--- config.mk ---
export PLATFORM = sky130hd
export DESIGN_NAME = nf10_nic_opl_multi
export DESIGN_NICKNAME = d
export VERILOG_FILES = /design/src/rtl/nf10_nic_opl_pkg.sv /design/src/rtl/nf10_axis_reg_slice.sv /design/src/rtl/nf10_nic_opl_multi.sv
export SDC_FILE = /design/constraint.sdc
export NUM_CORES = 1
export LEC_CHECK = 0
export CORE_AREA = 10 10 347 349
export DETAILED_ROUTE_END_ITERATION = 10
export DIE_AREA = 0 0 357 359
export HOLD_SLACK_MARGIN = 0.02
export SLEW_MARGIN = 20
export SYNTH_ARGS = -nofsm -noshare
export SYNTH_HDL_FRONTEND = slang
export SYNTH_SLANG_ARGS = --single-unit
--- constraint.sdc ---
create_clock -name axi_aclk -period 30.1 [get_ports axi_aclk]
set_input_delay 4.515 -clock axi_aclk [delete_from_list [all_inputs] [get_ports axi_aclk]]
set_output_delay 4.515 -clock axi_aclk [all_outputs]
set_load 0.02 [all_outputs]
--- src/rtl/nf10_nic_opl_pkg.sv ---
// Shared encodings and port helpers for the NIC output port lookup.
// Port fields are 8-bit one-hot: MAC i at bit 2i, DMA i at bit 2i+1.
package nf10_nic_opl_pkg;

    localparam int PORT_W = 8;

    localparam logic [1:0] MODE_NIC  = 2'd0;
    localparam logic [1:0] MODE_LOOP = 2'd1;
    localparam logic [1:0] MODE_DROP = 2'd2;

    localparam logic [1:0] ST_HEAD = 2'd0;
    localparam logic [1:0] ST_PASS = 2'd1;
    localparam logic [1:0] ST_DROP = 2'd2;

    typedef logic [PORT_W-1:0] port_t;

    // MAC (even bit) goes to its DMA partner, DMA (odd bit) to its MAC
    function automatic port_t map_nic_port(input port_t src);
        if ((src & 8'h55) != 8'h00)
            return src << 1;
        else
            return src >> 1;
    endfunction

    // one-hot and inside the populated port range
    function automatic logic src_valid(input port_t src,
                                       input int num_ports);
        logic [2*PORT_W-1:0] wide;
        wide = {{PORT_W{1'b0}}, src};
        return (src != '0) &&
               ((src & (src - 8'd1)) == '0) &&
               ((wide >> (2*num_ports)) == '0);
    endfunction

endpackage

--- src/rtl/nf10_axis_reg_slice.sv ---
// One-deep AXI4-Stream register stage.
// Accepts a new beat whenever the register is empty or being drained.
module nf10_axis_reg_slice #(
    parameter int C_DATA_WIDTH  = 256,
    parameter int C_TUSER_WIDTH = 128
) (
    input  logic                        clk,
    input  logic                        rst,
    input  logic [C_DATA_WIDTH-1:0]     s_tdata,
    input  logic [C_DATA_WIDTH/8-1:0]   s_tstrb,
    input  logic [C_TUSER_WIDTH-1:0]    s_tuser,
    input  logic                        s_tlast,
    input  logic                        s_tvalid,
    output logic                        s_tready,
    output logic [C_DATA_WIDTH-1:0]     m_tdata,
    output logic [C_DATA_WIDTH/8-1:0]   m_tstrb,
    output logic [C_TUSER_WIDTH-1:0]    m_tuser,
    output logic                        m_tlast,
    output logic                        m_tvalid,
    input  logic                        m_tready
);

    assign s_tready = !m_tvalid || m_tready;

    // load on accept, empty once the held beat is taken downstream
    always_ff @(posedge clk or posedge rst) begin
        if (rst) begin
            m_tvalid <= 1'b0;
            m_tlast  <= 1'b0;
            m_tdata  <= '0;
            m_tstrb  <= '0;
            m_tuser  <= '0;
        end else if (s_tvalid && s_tready) begin
            m_tvalid <= 1'b1;
            m_tlast  <= s_tlast;
            m_tdata  <= s_tdata;
            m_tstrb  <= s_tstrb;
            m_tuser  <= s_tuser;
        end else if (m_tready) begin
            m_tvalid <= 1'b0;
        end
    end

endmodule

--- src/rtl/nf10_nic_opl_multi.sv ---
// NIC output port lookup: stamps the destination port on each packet
// head, drops bad-source packets and keeps forward/drop counters.
module nf10_nic_opl_multi
    import nf10_nic_opl_pkg::*;
#(
    parameter int C_DATA_WIDTH  = 256,
    parameter int C_TUSER_WIDTH = 128,
    parameter int C_NUM_PORTS   = 4,
    parameter int C_SRC_POS     = 16,
    parameter int C_DST_POS     = 24,
    parameter int C_CNT_WIDTH   = 32
) (
    input  logic                        axi_aclk,
    input  logic                        axi_reset,
    input  logic [C_DATA_WIDTH-1:0]     s_axis_tdata,
    input  logic [C_DATA_WIDTH/8-1:0]   s_axis_tstrb,
    input  logic [C_TUSER_WIDTH-1:0]    s_axis_tuser,
    input  logic                        s_axis_tvalid,
    output logic                        s_axis_tready,
    input  logic                        s_axis_tlast,
    output logic [C_DATA_WIDTH-1:0]     m_axis_tdata,
    output logic [C_DATA_WIDTH/8-1:0]   m_axis_tstrb,
    output logic [C_TUSER_WIDTH-1:0]    m_axis_tuser,
    output logic                        m_axis_tvalid,
    input  logic                        m_axis_tready,
    output logic                        m_axis_tlast,
    input  logic [1:0]                  mode,
    input  logic                        cnt_clr,
    output logic [C_CNT_WIDTH-1:0]      pkt_fwd_cnt,
    output logic [C_CNT_WIDTH-1:0]      pkt_drop_cnt
);

    logic [1:0]               state;
    logic [1:0]               state_nxt;
    logic                     slice_ready;
    port_t                    src;
    port_t                    dst;
    logic                     head_fwd;
    logic                     xfer;
    logic                     emit;
    logic                     fwd_inc;
    logic                     drop_inc;
    logic [C_TUSER_WIDTH-1:0] user_mod;

    assign src = s_axis_tuser[C_SRC_POS +: PORT_W];

    // head decision from the current mode and source port
    always_comb begin
        head_fwd = 1'b0;
        dst      = '0;
        if (src_valid(src, C_NUM_PORTS)) begin
            unique case (mode)
                MODE_NIC: begin
                    head_fwd = 1'b1;
                    dst      = map_nic_port(src);
                end
                MODE_LOOP: begin
                    head_fwd = 1'b1;
                    dst      = src;
                end
                default: begin
                    head_fwd = 1'b0;
                    dst      = '0;
                end
            endcase
        end
    end

    // a dropping packet is sunk without waiting on the master side
    assign s_axis_tready = (state == ST_DROP) ? 1'b1 : slice_ready;
    assign xfer          = s_axis_tvalid && s_axis_tready;

    assign emit = xfer &&
                  ((state == ST_PASS) ||
                   ((state == ST_HEAD) && head_fwd));

    assign fwd_inc  = xfer && s_axis_tlast &&
                      ((state == ST_PASS) ||
                       ((state == ST_HEAD) && head_fwd));
    assign drop_inc = xfer && s_axis_tlast &&
                      ((state == ST_DROP) ||
                       ((state == ST_HEAD) && !head_fwd));

    // only the head beat carries a rewritten destination field
    always_comb begin
        user_mod = s_axis_tuser;
        if (state == ST_HEAD)
            user_mod[C_DST_POS +: PORT_W] = dst;
    end

    // packet framing: choose pass or drop on the head beat
    always_comb begin
        state_nxt = state;
        if (xfer) begin
            if (s_axis_tlast)
                state_nxt = ST_HEAD;
            else if (state == ST_HEAD)
                state_nxt = head_fwd ? ST_PASS : ST_DROP;
        end
        if (state != ST_HEAD && state != ST_PASS && state != ST_DROP)
            state_nxt = ST_HEAD;
    end

    // state register
    always_ff @(posedge axi_aclk or posedge axi_reset) begin
        if (axi_reset)
            state <= ST_HEAD;
        else
            state <= state_nxt;
    end

    // saturating counters, clear beats a same-cycle increment
    always_ff @(posedge axi_aclk or posedge axi_reset) begin
        if (axi_reset) begin
            pkt_fwd_cnt  <= '0;
            pkt_drop_cnt <= '0;
        end else if (cnt_clr) begin
            pkt_fwd_cnt  <= '0;
            pkt_drop_cnt <= '0;
        end else begin
            if (fwd_inc && (pkt_fwd_cnt != '1))
                pkt_fwd_cnt <= pkt_fwd_cnt + 1'b1;
            if (drop_inc && (pkt_drop_cnt != '1))
                pkt_drop_cnt <= pkt_drop_cnt + 1'b1;
        end
    end

    nf10_axis_reg_slice #(
        .C_DATA_WIDTH  (C_DATA_WIDTH),
        .C_TUSER_WIDTH (C_TUSER_WIDTH)
    ) u_out_reg (
        .clk      (axi_aclk),
        .rst      (axi_reset),
        .s_tdata  (s_axis_tdata),
        .s_tstrb  (s_axis_tstrb),
        .s_tuser  (user_mod),
        .s_tlast  (s_axis_tlast),
        .s_tvalid (emit),
        .s_tready (slice_ready),
        .m_tdata  (m_axis_tdata),
        .m_tstrb  (m_axis_tstrb),
        .m_tuser  (m_axis_tuser),
        .m_tlast  (m_axis_tlast),
        .m_tvalid (m_axis_tvalid),
        .m_tready (m_axis_tready)
    );

endmodule

## After elaboration in Yosys (flattened, before gate mapping)

Index checks and enable logic that the tools add are counted.

| operators by class | value |
|---|---|
| muxes and demuxes | 18 |
| reduce and logical (&&, ||, !) cells | 31 |
| bitwise gates (word level) | 1 |
| $mul | 0 |
| divide/modulo/power cells | 0 |
| magnitude comparators | 0 |
| eq/ne operators | 7 |
| $add $sub $neg | 3 |
| shift operators | 0 |

Operators with widths:

| kind | number |
|---|---|
| two-way mux 32 bit | 4 |
| adder 32 x 1 -> 32 bit (second input constant) | 2 |
| != test 32 bit (second input constant) | 2 |
| two-way mux 8 bit | 3 |
| case mux 8 bit (2 select lines) | 1 |
| nonzero test 8 bit | 2 |
| logical AND 1 bit | 13 |
| two-way mux 2 bit | 5 |
| nonzero test 2 bit | 5 |
| bitwise AND 8 bit | 1 |
| zero test 8 bit | 1 |
| subtractor 8 x 1 -> 8 bit (second input constant) | 1 |
| two-way mux 1 bit | 5 |
| equality test 2 x 1 -> 1 bit (second input constant) | 2 |
| zero test 2 bit | 2 |
| logical OR 1 bit | 3 |
| nonzero test 3 bit | 1 |
| equality test 2 bit (second input constant) | 1 |
| zero test 1 bit | 2 |
| != test 2 x 1 -> 1 bit (second input constant) | 1 |
| != test 2 bit (second input constant) | 1 |
| AND reduction 2 bit | 1 |
| OR reduction 2 bit | 1 |

| word-level totals | value |
|---|---|
| memory bits (read-only) | 0 |
| RAM bits | 0 |
| input bits | 424 |
| memories | 0 |
| bits in latches | 0 |
| word-level logic and storage cells | 68 |
| register bits | 484 |

## Longest topological paths before layout

Gate-level depths: netlist (run 1).

| depth | value |
|---|---|
| depth in word-level cells | 12 |
| gate-level depth with buffers | 9 |
| depth with buffers taken out | 7 |

## Modules after synthesis

Synthesis (run 1) repeated with hierarchy kept, for this count alone.

| unflattened totals | value |
|---|---|
| cell total of the unflattened synthesis | 1378 |
| area, all modules | 20332.0 µm² |

By module, submodules not included:

| module | area an instance (µm²) | cells each | instances |
|---|---|---|---|
| nf10_axis_reg_slice | 16051.6 | 885 | 1 |
| nf10_nic_opl_multi | 4280.4 | 493 | 1 |

## Worst setup path before layout (run 1)

Ideal clock, no wire load.

| timing path | value |
|---|---|
| path kind | input to output |
| start point | in m_axis_tready |
| end point | out s_axis_tready |
| stages on the path | 2 |
| setup slack | 20.606 ns |
| path buffers | 0 |
| data required time | 25.585 ns |
| data arrival time | 4.979 ns |
| cells stage by stage | nor2b_1 > o21ai_0 |

| between the ends | value |
|---|---|
| longest elaborated chain between the ends | 2 |

RTL lines:

| element | line | RTL |
|---|---|---|
| from (decl) | nf10_nic_opl_multi.sv:25 | `input logic m_axis_tready,` |
| logical OR 1 bit | nf10_axis_reg_slice.sv:23 | `assign s_tready = !m_tvalid \|\| m_tready;` |
| two-way mux 1 bit | nf10_nic_opl_multi.sv:70 | `assign s_axis_tready = (state == ST_DROP) ? 1'b1 : slice_ready;` |
| to (decl) | nf10_nic_opl_multi.sv:19 | `output logic s_axis_tready,` |

Every way passes these cells.

## Final worst setup path (run 1)

Ends and elaborated chain as after synthesis.

==> flow_summary.toml, run 1 <==
[logic_synthesis]
ys_ff_latch = 484
yosysMostFrequentCell = "dfrtp_1"
async_flop_share_pct = 100
syn_avg_cell_area_um2 = 14.3
synth_common_cells = "dfrtp_1 (484), mux2_2 (327), mux2_1 (100), a21oi_1 (53), buf_2 (38)"
number_of_synthesis_warnings = 0
synth-edff-count = 0
yosysTopAreaCellShare_pct = 61.5
yosysTopAreaCell = "dfrtp_1"
synth_seq_area_share_pct = 61.5
synth_nets = 1802
synth_area_leaders = "dfrtp_1 (61%), mux2_2 (19%), mux2_1 (5.7%)"
post_synth_num_cell_types = 59
dominantRegCellSynth = "dfrtp_1"
synthesis.area_mm2 = 0.0197
syn-instance-count = 1376

[timing]
fmaxAchievable_mhz = 94.2
fin_crit_ns = 10.62
totalNegativeSetupSlack_ns = 0
final_min_period_over_clock_period_pct = 35.3
final-setup-viol-count = 0
actual_transition_at_the_worst_max_transition_pin_ns = 1.08
timing_hold_violations_final = 0
rsz0062_at_grt = "false"
finClkSkew_ns = 0.0387
slew-limit-headroom_pct = 28.0
slew_viol_final = 0

[drt]
via_count = 15300
dr.pass1.iters = 4
drc_errors = 0
drt-vias-per-instance = 3.97
ant_nets = 0
avgRoutedWirePerCell_um = 22.6
postRouteWirelength_um = 87100
initialDrtViolationCount = 666

[die]
core-area_mm2 = 0.114
die_outline_area_mm2 = 0.128
die_x_um = 357
start_util_pct = 17.3
floorplan.io_pins = 907
rows = 124
chipHeight_um = 359

[pwr]
power_per_cell_area_mw_per_mm2 = 58.8
power_mw = 1.91
static-leakage-power_nw = 13.9
peakVddDrop_mv = 0.0435

[global_routing]
grt_overflow = 0
grt_usage_pct = 13.0
grt_pass1_wl_um = 122000
maximum_number_of_pins_on_one_net_before_global_route_repair = 99
antenna_violations_before_repair = 24
number_of_global_route_vias_before_repair = 15849

[setup_path]
setup.worst_path.start_class = "input port"
r2r-start = "state[1]$_DFFE_PP0P_"
worstRegToRegCells = 9
ff2ff_setup_slack_ns = 25.06
timing_worst_setup_path_type = "in -> out"
worstPathArrival_ns = 6.10
cpPeakStageDelay_ns = 0.60
r2r_end = "u_out_reg.m_tdata[54]$_DFFE_PP0P_"
crit_path_frequent_cell = "clkdlybuf4s50_1"
setup.worst_path.end_class = "output port"
crit_fanout = 4
cell_by_cell_trace_of_the_critical_path = "clkdlybuf4s50_1 -> nor2b_1 -> o21ai_0 -> clkdlybuf4s50_1"
timing.critical_path.slowest_stage_cell = "clkdlybuf4s50_1"
crit_required_ns = 25.59

[place]
dpl.hpwl_um = 69000
placement.io_buffers = 906
routabilityCongestion = 0.805

[worst_hold_path]
worst_hold_startpoint = "u_out_reg.m_tdata[143]$_DFFE_PP0P_"
min-delay-path-class = "reg -> reg"
timing.hold.worst_endpoint = "u_out_reg.m_tdata[143]$_DFFE_PP0P_"
worstHoldPathCells = 1

[final_layout]
fillCellCount = 11699
post_route_cells_drive_above_1_share_pct = 20.2
net_count_reported_at_finish = 2716
areaGrowthSynthToFinish_pct = 65.0

[cts]
cts.sink_count = 484
cts-htree-levels = 2
clkSlewWorstSetupHoldPaths_ns = 0.06
tritoncts.num_buffers = 60
cts-root-to-sink-buffers = 3
post_cts.repair.setup_buffers = 0
cts_tree = "yes"
cts_root_buffer = "clkbuf_16"
clock_latency_ns = 0.66
cts_repair_resize_count = 0
cts_hold_buf = 0

[run]
max_cap_viol_count = 0

[outcome]
run_status = "finished, final reports clean"
-- per-stage QoR --
step           setup WS [ns]  cell area (um^2)  instances  utilization, %  hold WS, ns
2_1_floorplan          12.08             19700       1376               -        0.486
3_3_place_gp           19.53             30400       3740            26.8        0.468
3_5_place_dp           19.49             30400       3740            26.8        0.474
4_1_cts                19.48             32500       3853            28.6        0.487
5_1_grt                19.40             32500       3855            28.6        0.500
6_report               19.48             32500       3858            28.6        0.480
-- routing by layer --
metal / share of wire (%) / up-vias / track usage (%)
li1: - / 6878 / -
met1: 38 / 7779 / 14.2
met2: 51 / 534 / 22.8
met3: 9.6 / 101 / 5.62
met4: 1.7 / 8 / 2.94
met5: 0.054 / - / 0
-- final cells by class --
type / instances / area [um^2] / area share (%)
repair buffers: 926 / 9210 / 28.3
multi-input cells: 808 / 7180 / 22.1
well taps: 1512 / 1890 / 5.82
flip-flops and latches: 484 / 12100 / 37.3
diodes: 5 / 12.5 / 0.0385
inverters: 10 / 45.0 / 0.139
clock inverters: 29 / 327 / 1.00
clock buffers: 84 / 1730 / 5.33
-- kinds of logic (layout without fill, tap and decap cells) --
family	Yosys count	count (layout)	share of synthesized area, %
other cells	0	5	0
fa+ha+maj	3	3	0.178
buf+inv	84	1049	2.24
compound gates	134	134	4.22
simple gates	234	234	6.99
xor+xnor	3	3	0.133
flops	484	484	61.5
mux	434	434	24.8
-- placed cells by master (no fill, tap or decap), types with 22 or more instances in the layout --
cell type        instances
clkbuf_16               60
o31ai_1                 31
a21oi_1                 52
mux2_2                 327
nand2_1                 35
o21ai_0                 26
nor2_1                  26
nand4_1                 22
or4_1                   23
mux2_1                 100
dfrtp_1                484
or3_1                   24
clkdlybuf4s50_1        905
-- worst max-delay path: cells and delay by family --
| family | cells | cell delay, ns |
|---|---|---|
| compound gates | 1 | 0.21 |
| buf+inv | 2 | 1.08 |
| simple gates | 1 | 0.30 |
-- worst max-delay path by stage --
stage / to / cells after the start / start / slack, ns
2_1_floorplan: pkt_drop_cnt[0]$_DFFE_PP0P_ / 1 / axi_reset / 12.08
3_3_place_gp: u_out_reg.m_tstrb[3]$_DFFE_PP0P_ / 12 / s_axis_tuser[16] / 19.53
3_5_place_dp: s_axis_tready / 4 / m_axis_tready / 19.49
4_1_cts: s_axis_tready / 4 / m_axis_tready / 19.48
5_1_grt: s_axis_tready / 4 / m_axis_tready / 19.40
6_report: s_axis_tready / 4 / m_axis_tready / 19.48
-- report_power, final --
part	leakage (nW)	internal, mW	switching (mW)
logic	6.27	0.210	0.194
registers	6.60	0.720	0.0389
clock network	1.01	0.444	0.304
-- flip-flops by register name, summed over array words and instances, names as in the netlist --
register	flops
pkt_drop_cnt	32
pkt_fwd_cnt	32
state	2
u_out_reg.m_tdata	256
u_out_reg.m_tlast	1
u_out_reg.m_tstrb	32
u_out_reg.m_tuser	128
u_out_reg.m_tvalid	1
Power figures use the tool's default switching activity.
==> run 2: changes to the inputs <==
--- a/config.mk
+++ b/config.mk
@@ -5,9 +5,9 @@
 export SDC_FILE = /design/constraint.sdc
 export NUM_CORES = 1
 export LEC_CHECK = 0
-export CORE_AREA = 10 10 347 349
+export CORE_AREA = 10 10 346 348
 export DETAILED_ROUTE_END_ITERATION = 10
-export DIE_AREA = 0 0 357 359
+export DIE_AREA = 0 0 356 358
 export HOLD_SLACK_MARGIN = 0.02
 export SLEW_MARGIN = 20
 export SYNTH_ARGS = -nofsm -noshare
==> constraint.sdc (replaced) <==
create_clock -name axi_aclk -period 8.8 [get_ports axi_aclk]
set_input_delay 1.32 -clock axi_aclk [delete_from_list [all_inputs] [get_ports axi_aclk]]
set_output_delay 1.32 -clock axi_aclk [all_outputs]
set_load 0.02 [all_outputs]
==> run 2 against run 1 <==
Routed wire length increased by 1.6%. Final cell count decreased by 0.36%. Global-route usage increased by 0.076 points. Utilization increased by 0.30 points. Critical path depth increased by 6. Sequential cell count unchanged. Worst hold slack improved by 0.0013 ns. Sequential share of layout area about the same. Final area about the same. Count of clock-buffer cells in the layout decreased by 1. Largest power group unchanged.
==> flow_summary.toml, run 2 (synthesis results as in run 1) <==
[cts]
cts-htree-levels = 2
post_cts.repair.setup_buffers = 0
clkSlewWorstSetupHoldPaths_ns = 0.06
cts.sink_count = 484
cts-root-to-sink-buffers = 3
cts_tree = "yes"
clock_latency_ns = 0.64
cts_hold_buf = 0
cts_repair_resize_count = 0
cts_root_buffer = "clkbuf_16"
tritoncts.num_buffers = 58

[timing]
final_min_period_over_clock_period_pct = 57.1
holdWs_ns = 0.482
finClkSkew_ns = 0.0249
timing_hold_violations_final = 0
fin_crit_ns = 5.02
final-setup-viol-count = 0
totalNegativeSetupSlack_ns = 0
slew_viol_final = 0
slew-limit-headroom_pct = 29.8
fmaxAchievable_mhz = 199
rsz0062_at_grt = "false"
actual_transition_at_the_worst_max_transition_pin_ns = 1.05

[setup_path]
timing_worst_setup_path_type = "in -> reg"
cpLargestDelayFamily = "buffers and inverters"
crit_required_ns = 9.31
setup.worst_path.start_class = "input port"
ff2ff_setup_slack_ns = 5.18
timing.critical_path.buf_inv = 4
setup.worst_path.end_class = "flop"
cpPeakStageDelay_ns = 0.67
timing.critical_path.slowest_stage_cell = "nor3_4"
worstPathArrival_ns = 5.53
worstRegToRegCells = 7
r2r_end = "u_out_reg.m_tuser[83]$_DFFE_PP0P_"
r2r-start = "state[1]$_DFFE_PP0P_"
crit_path_frequent_cell = "buf_4"
crit_fanout = 133
cell_by_cell_trace_of_the_critical_path = "clkdlybuf4s50_1 -> or4_4 -> o21ai_1 -> a31o_2 -> a21oi_4 -> buf_4 -> nor3_4 -> buf_12 -> buf_4 -> mux2_2"

[drt]
ant_nets = 0
dr.pass1.iters = 7
postRouteWirelength_um = 88500
drt-vias-per-instance = 3.94
via_count = 15133
drc_errors = 0
avgRoutedWirePerCell_um = 23.0
initialDrtViolationCount = 842

[final_layout]
top_register = "u_out_reg.m_tdata"
post_route_cells_drive_above_1_share_pct = 20.1
largest_reg_flops = 256
multi_input_area_mm2 = 0.00718
reg_top3 = "u_out_reg.m_tdata (256), u_out_reg.m_tuser (128)"
final_design_area_no_fill_mm2 = 0.0325
net_count_reported_at_finish = 2714
areaGrowthSynthToFinish_pct = 64.9
layout.cells.most_common = "clkdlybuf4s50_1"
register_area_mm2 = 0.0121
mostFrequentLayoutCells = "clkdlybuf4s50_1 (905), dfrtp_1 (484), mux2_2 (327)"
fillCellCount = 11469

[global_routing]
antenna_violations_before_repair = 19
grt_usage_pct = 13.0
number_of_global_route_vias_before_repair = 15740
maximum_number_of_pins_on_one_net_before_global_route_repair = 137
grt_pass1_wl_um = 121000
grt_overflow = 0

[pwr]
peakVddDrop_mv = 0.143
clockPowerShare_pct = 38.8
swShare_pct = 28.2
power_per_cell_area_mw_per_mm2 = 200
power_mw = 6.51
combinational_power_share_pct = 21.4
sequential_share_of_power_pct = 39.9
static-leakage-power_nw = 13.9
internal_portion_of_total_power_mw = 4.67
net-switching-power_mw = 1.83

[worst_hold_path]
worstHoldPathCells = 1
min-delay-path-class = "reg -> reg"
worst_hold_startpoint = "u_out_reg.m_tdata[153]$_DFFE_PP0P_"
timing.hold.worst_endpoint = "u_out_reg.m_tdata[153]$_DFFE_PP0P_"

[run]
max_cap_viol_count = 0

[die]
start_util_pct = 17.5
core-area_mm2 = 0.112
die_outline_area_mm2 = 0.127
die_x_um = 356
floorplan.io_pins = 907
chipHeight_um = 358
rows = 123

[place]
dpl.hpwl_um = 70400
placement.io_buffers = 906
dpl-instance-area_mm2 = 0.0305
routabilityCongestion = 0.841

[outcome]
run_status = "finished, final reports clean"
==> run 2: worst reg2reg max path, delay by kind of cell, from the launching register on <==
kind	cells	cell delay, ns
AO/OA/AOI/OAI	1	0.49
buffers and inverters	3	1.21
multiplexers	1	0.41
AND/OR/NAND/NOR	2	0.84
flip-flops	1	0.57
==> run 2: metrics by stage <==
step	utilization, %	instances	setup WS, ns
after floorplan	-	1376	0.919
after global placement	27.1	3728	3.06
after detailed placement	27.1	3728	3.04
after CTS	28.9	3837	3.74
after global routing	28.9	3839	3.57
final	28.9	3844	3.78
==> run 2: final cells by class <==
type | count | area share [%]
diodes | 7 | 0.0539
clock buffers | 83 | 5.25
clock inverters | 26 | 0.893
inverters | 10 | 0.127
multi-input cells | 808 | 22.1
flip-flops and latches | 484 | 37.3
well taps | 1500 | 5.78
repair buffers | 926 | 28.5
==> run 2: metal layers <==
metal,GRT usage [%],vias to the layer above,routed length [um]
met5,0,-,48
li1,-,6874,-
met2,22.1,544,43800
met3,6.65,115,10100
met4,3.79,8,2200
met1,14.2,7592,32300
==> run 2: power groups by stage <==
stage | sequential [mW] | clock (mW) | combinational (mW)
2_1_floorplan | 2.91 | 0 | 0.254
3_3_place_gp | 2.63 | 0 | 1.42
3_5_place_dp | 2.63 | 0 | 1.42
4_1_cts | 2.60 | 2.62 | 1.43
5_1_grt | 2.63 | 2.70 | 1.47
6_report | 2.59 | 2.52 | 1.39
==> run 2: how the worst max path moves through the flow <==
stage	slack (ns)	from	to	depth (start not counted)
after global placement	3.06	s_axis_tuser[16]	u_out_reg.m_tuser[83]$_DFFE_PP0P_	10
after CTS	3.74	s_axis_tuser[16]	u_out_reg.m_tuser[83]$_DFFE_PP0P_	10
after detailed placement	3.04	s_axis_tuser[16]	u_out_reg.m_tuser[83]$_DFFE_PP0P_	10
final	3.78	s_axis_tuser[16]	u_out_reg.m_tuser[83]$_DFFE_PP0P_	10
after global routing	3.57	s_axis_tuser[16]	u_out_reg.m_tuser[83]$_DFFE_PP0P_	10
after floorplan	0.92	axi_reset	pkt_drop_cnt[0]$_DFFE_PP0P_	1
==> run 3: changes to the inputs <==
==> constraint.sdc (replaced) <==
create_clock -name axi_aclk -period 4.22 [get_ports axi_aclk]
set_input_delay 0.633 -clock axi_aclk [delete_from_list [all_inputs] [get_ports axi_aclk]]
set_output_delay 0.633 -clock axi_aclk [all_outputs]
set_load 0.02 [all_outputs]
==> run 3 against run 2 <==
Worst hold slack got worse by 0.026 ns. Final area rose by 0.76%. Sequential cell count did not move. Highest routed layer unchanged.
==> flow_summary.toml, run 3 (synthesis results as in run 1) <==
[timing]
slew-limit-headroom_pct = 41.7
timing_hold_violations_final = 0
fin_crit_ns = 3.18
holdWs_ns = 0.456
final_min_period_over_clock_period_pct = 75.4
fmaxAchievable_mhz = 314
actual_transition_at_the_worst_max_transition_pin_ns = 0.870
finClkSkew_ns = 0.0233
final-setup-viol-count = 0
rsz0062_at_grt = "false"
slew_viol_final = 0

[die]
die_outline_area_mm2 = 0.127
floorplan.io_pins = 907
core-area_mm2 = 0.112
die_x_um = 356
chipHeight_um = 358
start_util_pct = 17.5
rows = 123

[cts]
cts-root-to-sink-buffers = 3
cts_root_buffer = "clkbuf_16"
clkSlewWorstSetupHoldPaths_ns = 0.06
cts_tree = "yes"
cts-htree-levels = 2
post_cts.repair.setup_buffers = 0
clock_latency_ns = 0.65
cts.sink_count = 484
tritoncts.num_buffers = 58
cts_repair_resize_count = 0
cts_hold_buf = 0

[final_layout]
reg_top3 = "u_out_reg.m_tdata (256), u_out_reg.m_tuser (128)"
net_count_reported_at_finish = 2746
top_register = "u_out_reg.m_tdata"
areaGrowthSynthToFinish_pct = 66.2
layout.cells.most_common = "clkdlybuf4s50_1"
post_route_cells_drive_above_1_share_pct = 20.9
largest_reg_flops = 256
fillCellCount = 11559
multi_input_area_mm2 = 0.00718
mostFrequentLayoutCells = "clkdlybuf4s50_1 (905), dfrtp_1 (484), mux2_2 (327)"
register_area_mm2 = 0.0121

[drt]
drc_errors = 0
via_count = 15424
ant_nets = 0
dr.pass1.iters = 5
avgRoutedWirePerCell_um = 23.2
postRouteWirelength_um = 89700
drt-vias-per-instance = 3.98
initialDrtViolationCount = 795

[place]
routabilityCongestion = 0.830
placement.io_buffers = 906
dpl.hpwl_um = 72400

[global_routing]
number_of_global_route_vias_before_repair = 16313
grt_pass1_wl_um = 124000
maximum_number_of_pins_on_one_net_before_global_route_repair = 98
grt_usage_pct = 13.3
grt_overflow = 0
antenna_violations_before_repair = 14

[pwr]
power_per_cell_area_mw_per_mm2 = 410
static-leakage-power_nw = 14.0
power_mw = 13.4
peakVddDrop_mv = 0.299

[setup_path]
cpPeakStageDelay_ns = 0.62
setup.worst_path.end_class = "flop"
timing_worst_setup_path_type = "in -> reg"
timing.critical_path.slowest_stage_cell = "or4_4"
worstPathArrival_ns = 3.71
crit_fanout = 25
cell_by_cell_trace_of_the_critical_path = "clkdlybuf4s50_1 -> or4_4 -> a211oi_2 -> a31o_2 -> a21oi_4 -> nor3_4 -> buf_12 -> buf_4 -> mux2_2"
timing.critical_path.buf_inv = 3
cpLargestDelayFamily = "buffers and inverters"
setup.worst_path.start_class = "input port"
crit_required_ns = 4.75

[outcome]
run_status = "finished, final reports clean"

[run]
max_cap_viol_count = 0

[worst_hold_path]
min-delay-path-class = "in -> async"
## run 3: power breakdown
part           internal (mW)  leakage [nW]  switching, mW
Clock                   2.98         0.958           2.10
Sequential              5.13          6.60          0.299
Combinational           1.51          6.46           1.40
Total                   9.63          14.0           3.80
## run 3: area by class of cell
| cell class | instances | area share, % |
|---|---|---|
| Sequential cell | 484 | 37.0 |
| Timing Repair Buffer | 958 | 29.3 |
| Multi-Input combinational cell | 808 | 21.9 |
| Tap cell | 1500 | 5.73 |
| Clock buffer | 85 | 5.23 |
| Clock inverter | 20 | 0.604 |
| Inverter | 10 | 0.126 |
| Antenna cell | 9 | 0.0688 |
## run 3: per-layer routing
| metal | GRT usage [%] | vias up | wire length (um) |
|---|---|---|---|
| li1 | - | 6949 | - |
| met2 | 22.5 | 584 | 44700 |
| met4 | 4.37 | 2 | 2170 |
| met5 | 0 | - | 8 |
| met3 | 5.67 | 116 | 8680 |
| met1 | 15.1 | 7773 | 34100 |
## run 3: final timing paths
kind / from / endpoint / slack (ns) / cells past startpoint
worst min-delay path: axi_reset / u_out_reg.m_tuser[10]$_DFFE_PP0P_ / 0.46 / 2
worst min register to register: u_out_reg.m_tdata[164]$_DFFE_PP0P_ / u_out_reg.m_tdata[164]$_DFFE_PP0P_ / 0.48 / 1
max in group asynchronous: axi_reset / u_out_reg.m_tdata[32]$_DFFE_PP0P_ / 2.70 / 4
min in group axi_aclk: u_out_reg.m_tdata[164]$_DFFE_PP0P_ / u_out_reg.m_tdata[164]$_DFFE_PP0P_ / 0.48 / 1
worst max register to register: pkt_drop_cnt[13]$_DFFE_PP0P_ / pkt_drop_cnt[30]$_DFFE_PP0P_ / 1.45 / 6
worst max-delay path: s_axis_tuser[16] / u_out_reg.m_tuser[101]$_DFFE_PP0P_ / 1.04 / 9
## run 3: metrics by stage
step                      cells  setup TNS, ns  setup WS (ns)  util (%)  cell area, um^2
after global routing       3871              0          0.945      29.1            32700
after detailed placement   3760              0          0.402      27.4            30800
after floorplan            1376       -1439.26          -2.97         -            19700
after global placement     3760              0          0.432      27.4            30800
final                      3874              0           1.04      29.1            32700
after CTS                  3865              0           1.10      29.1            32700
